===== src/rtl/layer_sched_pkg.sv =====
// ============================================================================
// Module : layer_sched_pkg
// Brief  : Shared state encoding, width helpers and default sizes for the
//          ping-pong fully-connected layer sequencer.
// Rev    : 1.0
// ============================================================================
`default_nettype none

package layer_sched_pkg;

    localparam int DEF_M = 13;
    localparam int DEF_N = 16;

    typedef enum logic [2:0] {
        IDLE  = 3'd0,
        BIAS  = 3'd1,
        MAC   = 3'd2,
        DRAIN = 3'd3,
        OUT   = 3'd4
    } state_t;

    // Input-buffer address: one extra MSB selects the bank.
    function automatic int xaw_f(input int n);
        return $clog2(n) + 1;
    endfunction

    function automatic int waw_f(input int m, input int n);
        return (m * n > 1) ? $clog2(m * n) : 1;
    endfunction

    function automatic int baw_f(input int m);
        return (m > 1) ? $clog2(m) : 1;
    endfunction

endpackage

`default_nettype wire


===== src/rtl/xbuf_bank_ctrl.sv =====
// ============================================================================
// Module : xbuf_bank_ctrl
// Brief  : Two-bank input-buffer bookkeeping: write pointer, bank-full flags
//          and read-bank selection for the compute side.
// Rev    : 1.0
// ============================================================================
`default_nettype none

module xbuf_bank_ctrl #(
    parameter int N   = 16,
    parameter int XAW = 5
) (
    input  logic           clk,
    input  logic           reset,
    input  logic           s_valid,
    input  logic           rel_pulse,
    output logic           s_ready,
    output logic           x_wr_en,
    output logic [XAW-1:0] x_wr_addr,
    output logic           rd_avail,
    output logic           rbank
);

    localparam int CW = XAW - 1;

    logic [1:0]    full;
    logic          wbank;
    logic [CW-1:0] wcnt;
    logic          run;

    // run keeps s_ready low while reset is held and for the release edge.
    assign s_ready   = run & ~full[wbank];
    assign x_wr_en   = s_valid & s_ready;
    assign x_wr_addr = {wbank, wcnt};
    assign rd_avail  = full[rbank];

    always_ff @(posedge clk or negedge reset) begin
        if (!reset) begin
            full  <= 2'b00;
            wbank <= 1'b0;
            rbank <= 1'b0;
            wcnt  <= '0;
            run   <= 1'b0;
        end else begin
            run <= 1'b1;
            if (x_wr_en) begin
                if (wcnt == CW'(N - 1)) begin
                    full[wbank] <= 1'b1;
                    wbank       <= ~wbank;
                    wcnt        <= '0;
                end else begin
                    wcnt <= wcnt + CW'(1);
                end
            end
            // A write only targets a non-full bank, so it never collides with this.
            if (rel_pulse) begin
                full[rbank] <= 1'b0;
                rbank       <= ~rbank;
            end
        end
    end

endmodule

`default_nettype wire


===== src/rtl/layer_pingpong_sched.sv =====
// ============================================================================
// Module : layer_pingpong_sched
// Brief  : Compute sequencer for one FC layer with a ping-pong input buffer.
//          LAYER_SCHED_RELU_EN enables the relu_check strobe in DRAIN.
// Rev    : 1.0
// ============================================================================
`default_nettype none

module layer_pingpong_sched
    import layer_sched_pkg::*;
#(
    parameter int M   = DEF_M,
    parameter int N   = DEF_N,
    parameter int XAW = xaw_f(N),
    parameter int WAW = waw_f(M, N),
    parameter int BAW = baw_f(M)
) (
    input  logic           clk,
    input  logic           reset,
    input  logic           s_valid,
    output logic           s_ready,
    output logic           x_wr_en,
    output logic [XAW-1:0] x_wr_addr,
    output logic [XAW-1:0] x_rd_addr,
    output logic [WAW-1:0] w_addr,
    output logic [BAW-1:0] b_addr,
    output logic           acc_load,
    output logic           acc_en,
    output logic           relu_check,
    output logic           m_valid,
    input  logic           m_ready,
    output logic           busy
);

    localparam int CW = XAW - 1;

`ifdef LAYER_SCHED_RELU_EN
    localparam logic RELU_ON = 1'b1;
`else
    localparam logic RELU_ON = 1'b0;
`endif

    state_t        state;
    logic [CW-1:0] col;
    logic          rd_avail;
    logic          rbank;
    logic          rel_pulse;

    // b_addr doubles as the row counter.
    assign rel_pulse = (state == OUT) && m_ready && (b_addr == BAW'(M - 1));
    assign busy      = (state != IDLE);

    xbuf_bank_ctrl #(
        .N   (N),
        .XAW (XAW)
    ) u_xbuf_bank_ctrl (
        .clk       (clk),
        .reset     (reset),
        .s_valid   (s_valid),
        .rel_pulse (rel_pulse),
        .s_ready   (s_ready),
        .x_wr_en   (x_wr_en),
        .x_wr_addr (x_wr_addr),
        .rd_avail  (rd_avail),
        .rbank     (rbank)
    );

    // Strobes are registered one state ahead to match the 1-cycle memory latency.
    always_ff @(posedge clk or negedge reset) begin
        if (!reset) begin
            state      <= IDLE;
            col        <= '0;
            x_rd_addr  <= '0;
            w_addr     <= '0;
            b_addr     <= '0;
            acc_load   <= 1'b0;
            acc_en     <= 1'b0;
            relu_check <= 1'b0;
            m_valid    <= 1'b0;
        end else begin
            case (state)
                IDLE: begin
                    if (rd_avail) begin
                        state  <= BIAS;
                        b_addr <= '0;
                    end
                end
                BIAS: begin
                    state     <= MAC;
                    col       <= '0;
                    x_rd_addr <= {rbank, CW'(0)};
                    w_addr    <= WAW'(int'(b_addr) * N);
                    acc_load  <= 1'b1;
                end
                MAC: begin
                    acc_load <= 1'b0;
                    acc_en   <= 1'b1;
                    if (col == CW'(N - 1)) begin
                        state      <= DRAIN;
                        relu_check <= RELU_ON;
                    end else begin
                        col       <= col + CW'(1);
                        x_rd_addr <= {rbank, col + CW'(1)};
                        w_addr    <= w_addr + WAW'(1);
                    end
                end
                DRAIN: begin
                    state      <= OUT;
                    acc_en     <= 1'b0;
                    relu_check <= 1'b0;
                    m_valid    <= 1'b1;
                end
                OUT: begin
                    if (m_ready) begin
                        m_valid <= 1'b0;
                        if (b_addr == BAW'(M - 1)) begin
                            state <= IDLE;
                        end else begin
                            state  <= BIAS;
                            b_addr <= b_addr + BAW'(1);
                        end
                    end
                end
                default: state <= IDLE;
            endcase
        end
    end

endmodule

`default_nettype wire


===== config.mk =====
export PLATFORM = sky130hd
export DESIGN_NAME = layer_pingpong_sched
export DESIGN_NICKNAME = d
export VERILOG_FILES = /design/src/rtl/layer_sched_pkg.sv /design/src/rtl/xbuf_bank_ctrl.sv /design/src/rtl/layer_pingpong_sched.sv
export SDC_FILE = /design/constraint.sdc
export NUM_CORES = 1
export LEC_CHECK = 0
export BUFFER_PORTS_ARGS = -buffer_cell sky130_fd_sc_hd__clkbuf_2
export CAP_MARGIN = 10
export CORE_ASPECT_RATIO = 0.7
export CORE_MARGIN = 2
export CORE_UTILIZATION = 54
export DETAILED_ROUTE_END_ITERATION = 10
export PLACE_DENSITY_LB_ADDON = 0.2
export SKIP_LAST_GASP = 1
export SYNTH_ARGS = -nofsm -noshare
export SYNTH_HDL_FRONTEND = slang
export SYNTH_SLANG_ARGS = --single-unit

===== constraint.sdc =====
create_clock -name clk -period 1.85 [get_ports clk]
set_input_delay 0.2775 -clock clk [delete_from_list [all_inputs] [get_ports clk]]
set_output_delay 0.2775 -clock clk [all_outputs]
set_load 0.1 [all_outputs]

* After elaboration in Yosys (flattened, before gate mapping) *
Cells that the tools add are included.

operators by class
  reductions and logical operators = 16
  eq/ne operators = 12
  muxes and demuxes = 33
  order comparisons = 4
  $add $sub $neg = 4
  bitwise logic cells = 8

operators with widths
  operator               number
  $mux W4                5
  $pmux W4 S2            2
  $pmux W8 S2            1
  $pmux W3 S5            1
  $add A4 B1 Y4 const B  3
  $eq A4 B4 Y1 const B   3
  $ne A2 B2 Y1 const B   5
  $pmux W5 S2            1
  $mux W1                9
  $mux W3                3
  $add A8 B1 Y8 const B  1
  $mux W8                1
  $pmux W1 S2            4
  $reduce_and A2 Y1      4
  $reduce_bool A2 Y1     4
  $eq A3 B2 Y1 const B   2
  $mux W2                3
  $mux W5                1
  $logic_and A1 B1 Y1    4
  $lt A1 B2 Y1 const B   2
  $reduce_and A4 Y1      1
  $eq A3 B1 Y1 const B   1
  $eq A3 B3 Y1 const B   1
  $logic_not A3 Y1       1
  other kinds (9)        14

word-level totals
  logic and storage cells = 91
  register bits after elaboration = 37
  input port bits = 4

* Longest topological paths before layout *
  depth in word-level cells = 9
  mapped depth = 6
  mapped depth without buffers = 6

* Hierarchy *
A second synthesis with hierarchy kept.

second synthesis, totals
  cell total of the unflattened synthesis = 167
  area total of the unflattened synthesis = 1704.1 um2

by module, submodules not included
  module                cells an instance  times used  area each (um2)  sequential area each (um2)
  layer_pingpong_sched  129                1           1263.7           575.6
  xbuf_bank_ctrl        38                 1           440.4            225.2

* Worst setup path before layout *
OpenSTA, ideal clock, no wires.

  path type = register to register
  from = register b_addr[0]
  to = register b_addr[3]
  required time = 1.772 ns
  cell stages (with the launch flop) = 7
  path buffers = 0
  arrival time = 2.109 ns
  path slack = -0.337 ns
  period minus slack after synthesis = 2.187 ns
  cells stage by stage = dfrtp_1 inv_1 ha_1 nand3_1 a32oi_2 or3_1 a21boi_1

between the ends
  cells in the longest elaborated chain, start to end = 4
  elaborated cells on any way between the ends = 7

RTL lines
  element                   RTL line                     text
  start: declaration        layer_pingpong_sched.sv:26   output logic [BAW-1:0] b_addr,
  start signal: assignment  layer_pingpong_sched.sv:120  b_addr <= b_addr + BAW'(1);
  $add A4 B1 Y4             layer_pingpong_sched.sv:120
  $mux W4                   layer_pingpong_sched.sv:116  if (b_addr == BAW'(M - 1)) begin
  $mux W4                   layer_pingpong_sched.sv:114  if (m_ready) begin
  $pmux W4 S2               layer_pingpong_sched.sv:81   case (state)

Several ways; a longest one is shown, not always the timed one. The select of a mux whose other input is x is not followed.
A chain may end at the register's enable or synchronous reset.

* Worst setup path in the final report *
  from = register u_xbuf_bank_ctrl.wbank
  to = output x_wr_en

between the ends
  cells in the longest elaborated chain, start to end = 5

RTL lines
  element                                      RTL line                    text
  start: declaration                           xbuf_bank_ctrl.sv:27        logic wbank;
  start signal: assignment                     xbuf_bank_ctrl.sv:49        wbank <= ~wbank;
  $mux W1 (not written as such) (2 in series)  xbuf_bank_ctrl.sv:32        assign s_ready = run & ~full[wbank];
  $not A1 Y1                                   xbuf_bank_ctrl.sv:32
  $and A1 B1 Y1                                xbuf_bank_ctrl.sv:32
  $and A1 B1 Y1                                xbuf_bank_ctrl.sv:33        assign x_wr_en = s_valid & s_ready;
  end: declaration                             layer_pingpong_sched.sv:22  output logic x_wr_en,

Every way passes these cells. The select of a mux whose other input is x is not followed.

==> results.toml <==
[worst_hold_path]
hp-class = "input port to async pin"

[drt]
post_drt_wl_per_cell_um = 14.0
drtIter0Drc = 73
first_pass_iters = 4
drt-total-wl_um = 3400
via_per_inst = 5.51
drc = 0
num_vias = 1338
antenna_left = 0

[placed_design]
io_buffers = 31
hpwlAfterDp_um = 2470
dpl_worst_slack_ns = 0.135
place_congestion = 0.891

[setup_path]
startpoint_type = "register"
cp_data_required_time_ns = 1.57
criticalPathCategory = "register to primary output"
regToRegStartpoint = "b_addr[0]$_DFFE_PN0P_"
worst_setup_path_end_kind = "primary output"
ff2ff_path_depth = 5
crit_fanout = 5
r2r_slack_ns = 0.13
reg2reg_to = "u_xbuf_bank_ctrl.full[0]$_DFF_PN0_"
arrival_ns = 1.45

[synth]
synth.yosys.seq_area_share = 0.470
ys.flop_type = "dfrtp_1"
ys.warnings.count = 0
synth_nets = 175
synth_area_per_cell_sq_um = 10.3
synth_edf_count = 0
synth-seq-cells = 32
netlist.area_leader.share = 0.470
netlist_area_sq_um = 1700
yosys-top-cells-area = "dfrtp_1 (47%), nand2_1 (4.8%), ha_1 (3.7%)"
async_flop_share = 1.00
yosysTopAreaCell = "dfrtp_1"
synth.distinct_cells = 47
netlist_instances = 166

[sta]
fmax_mhz = 578
clock_skew_ns = 0.0108
tightest_slew_ns = 0.547
report.final.slew_viol_count = 0
hold_violations = 0
grt_setup_unrepaired = "no"
setup_ws_ns = 0.120
setup-tns-final_ns = 0
relSlewSlack = 0.637
setup_viol = 0
timing.final.crit_period_ns = 1.73
period_share = 0.935

[global_routing]
grt_max_degree = 33
overflow = 0
antenna_found_initial = 0
grt_pass1_vias = 1338
grtUsageTotal = 0.219
grt_pass1_wl_um = 6040

[clock_tree]
cts_tree = "done"
clock_path_buffers = 2
clockRootBuffer = "clkbuf_8"
htreeDepth = 2
clkSinkCount = 32
path_clk_slew_ns = 0.07
cts_buffers = 5
clk_latency_ns = 0.29

[flow_run]
maxCapViolCount = 0

[final_layout]
antenna_cells_inserted = 0
drive_above_1_share = 0.366
fin_nets = 213
fill_cells = 230
area_growth_pct = 19.5

[floorplan]
die_w_um = 71.1
die_area_sq_um = 3630
initial_core_util = 0.553
die_h_um = 51
io_pins = 33
core_area_sq_um = 3080
rows = 17

[run_status]
status = "completed"
## critical path, stage by stage (launching register included)
cell and delay (ns):
dfrtp_1 0.44, mux2i_1 0.28, nand3_2 0.16, inv_2 0.11, buf_12 0.17
## cell usage after synthesis, types with 2 or more instances
master	number
buf_6	4
o22a_1	5
nand3_2	4
xnor2_1	3
dfrtp_1	32
and3_1	4
a21o_1	2
inv_1	6
nor3b_4	2
nand2_1	22
conb_1	2
nand3_1	8
a41oi_1	2
a21oi_1	5
a21boi_1	2
o21ai_0	6
nor2_1	10
or3_1	2
and2_1	2
buf_4	3
xor2_1	4
o21ai_1	7
ha_1	5
## what timing repair did
| action | CTS | global route |
|---|---|---|
| gates cloned | 0 | 0 |
| gates resized for setup | 0 | 2 |
| hold buffers | 0 | 0 |
| endpoints found under the hold margin | 0 | 0 |
| endpoints found under the setup margin | 1 | 2 |
| buffers inserted | 1 | 0 |
## layer usage
metal / up-vias / wire length, um / share of wire / track usage
met5: - / 0 / 0 / 0
li1: 658 / - / - / -
met4: 0 / 81 / 0.024 / 0.123
met2: 36 / 1440 / 0.42 / 0.312
met1: 632 / 1710 / 0.50 / 0.300
met3: 12 / 167 / 0.049 / 0.0631
## cell type report
| class | count | area (sq um) | share of cell area |
|---|---|---|---|
| sequential | 32 | 825 | 0.405 |
| multi-input combinational | 118 | 806 | 0.396 |
| timing repair buffer | 39 | 235 | 0.116 |
| clock buffer | 6 | 82.6 | 0.0406 |
| tap | 38 | 47.5 | 0.0234 |
| inverter | 8 | 30.0 | 0.0148 |
| clock inverter | 2 | 10.0 | 0.00492 |
## registers in the layout (all words and copies together), names as in the netlist
name / flops
u_xbuf_bank_ctrl.rbank: 1
u_xbuf_bank_ctrl.wcnt: 4
state: 3
u_xbuf_bank_ctrl.wbank: 1
acc_en: 1
m_valid: 1
w_addr: 8
x_rd_addr: 5
b_addr: 4
u_xbuf_bank_ctrl.run: 1
acc_load: 1
u_xbuf_bank_ctrl.full: 2
## through the flow
stage | cell area (sq um) | hold slack (ns) | instances | utilization
floorplan | 1730 | -0.0181 | 166 | -
global placement | 1930 | 0.317 | 234 | 0.626
detailed placement | 1930 | 0.326 | 234 | 0.626
CTS | 2030 | 0.0163 | 243 | 0.658
global route | 2040 | 0.0366 | 243 | 0.660
finish | 2040 | 0.00141 | 243 | 0.660
## cells in the final DEF, fill, tap and decap left out, types with 7 or more instances in the layout
cell,synthesis,final
dfrtp_2,0,10
nand3_1,8,7
nand2_1,22,22
clkbuf_2,0,28
buf_4,3,10
dfrtp_1,32,19
nor2_1,10,10
o21ai_1,7,7
## how the worst max path moves through the flow
stage / endpoint / from / depth (start not counted) / slack, ns
3_5_place_dp: u_xbuf_bank_ctrl.full[0]$_DFF_PN0_ / b_addr[0]$_DFFE_PN0P_ / 5 / 0.14
5_1_grt: x_wr_en / u_xbuf_bank_ctrl.wbank$_DFFE_PN0P_ / 4 / 0.02
4_1_cts: x_wr_en / u_xbuf_bank_ctrl.wbank$_DFFE_PN0P_ / 4 / 0.07
3_3_place_gp: u_xbuf_bank_ctrl.full[0]$_DFF_PN0_ / b_addr[0]$_DFFE_PN0P_ / 5 / 0.20
2_1_floorplan: u_xbuf_bank_ctrl.full[0]$_DFF_PN0_ / b_addr[0]$_DFFE_PN0P_ / 5 / 0.01
6_report: x_wr_en / u_xbuf_bank_ctrl.wbank$_DFFE_PN0P_ / 4 / 0.12
## kinds of logic after synthesis
| logic type | synth area share |
|---|---|
| adders and majority gates | 0.0367 |
| muxes | 0.0279 |
| other | 0.00441 |
| AOI/OAI and AO/OA | 0.151 |
| DFF | 0.470 |
| and+or+nand+nor | 0.214 |
| buffers and inverters | 0.0602 |
| xor gates and xnor gates | 0.0360 |
Power is not shown: default switching activity piles up to over one toggle a cycle in this logic, so the estimate is an artifact.
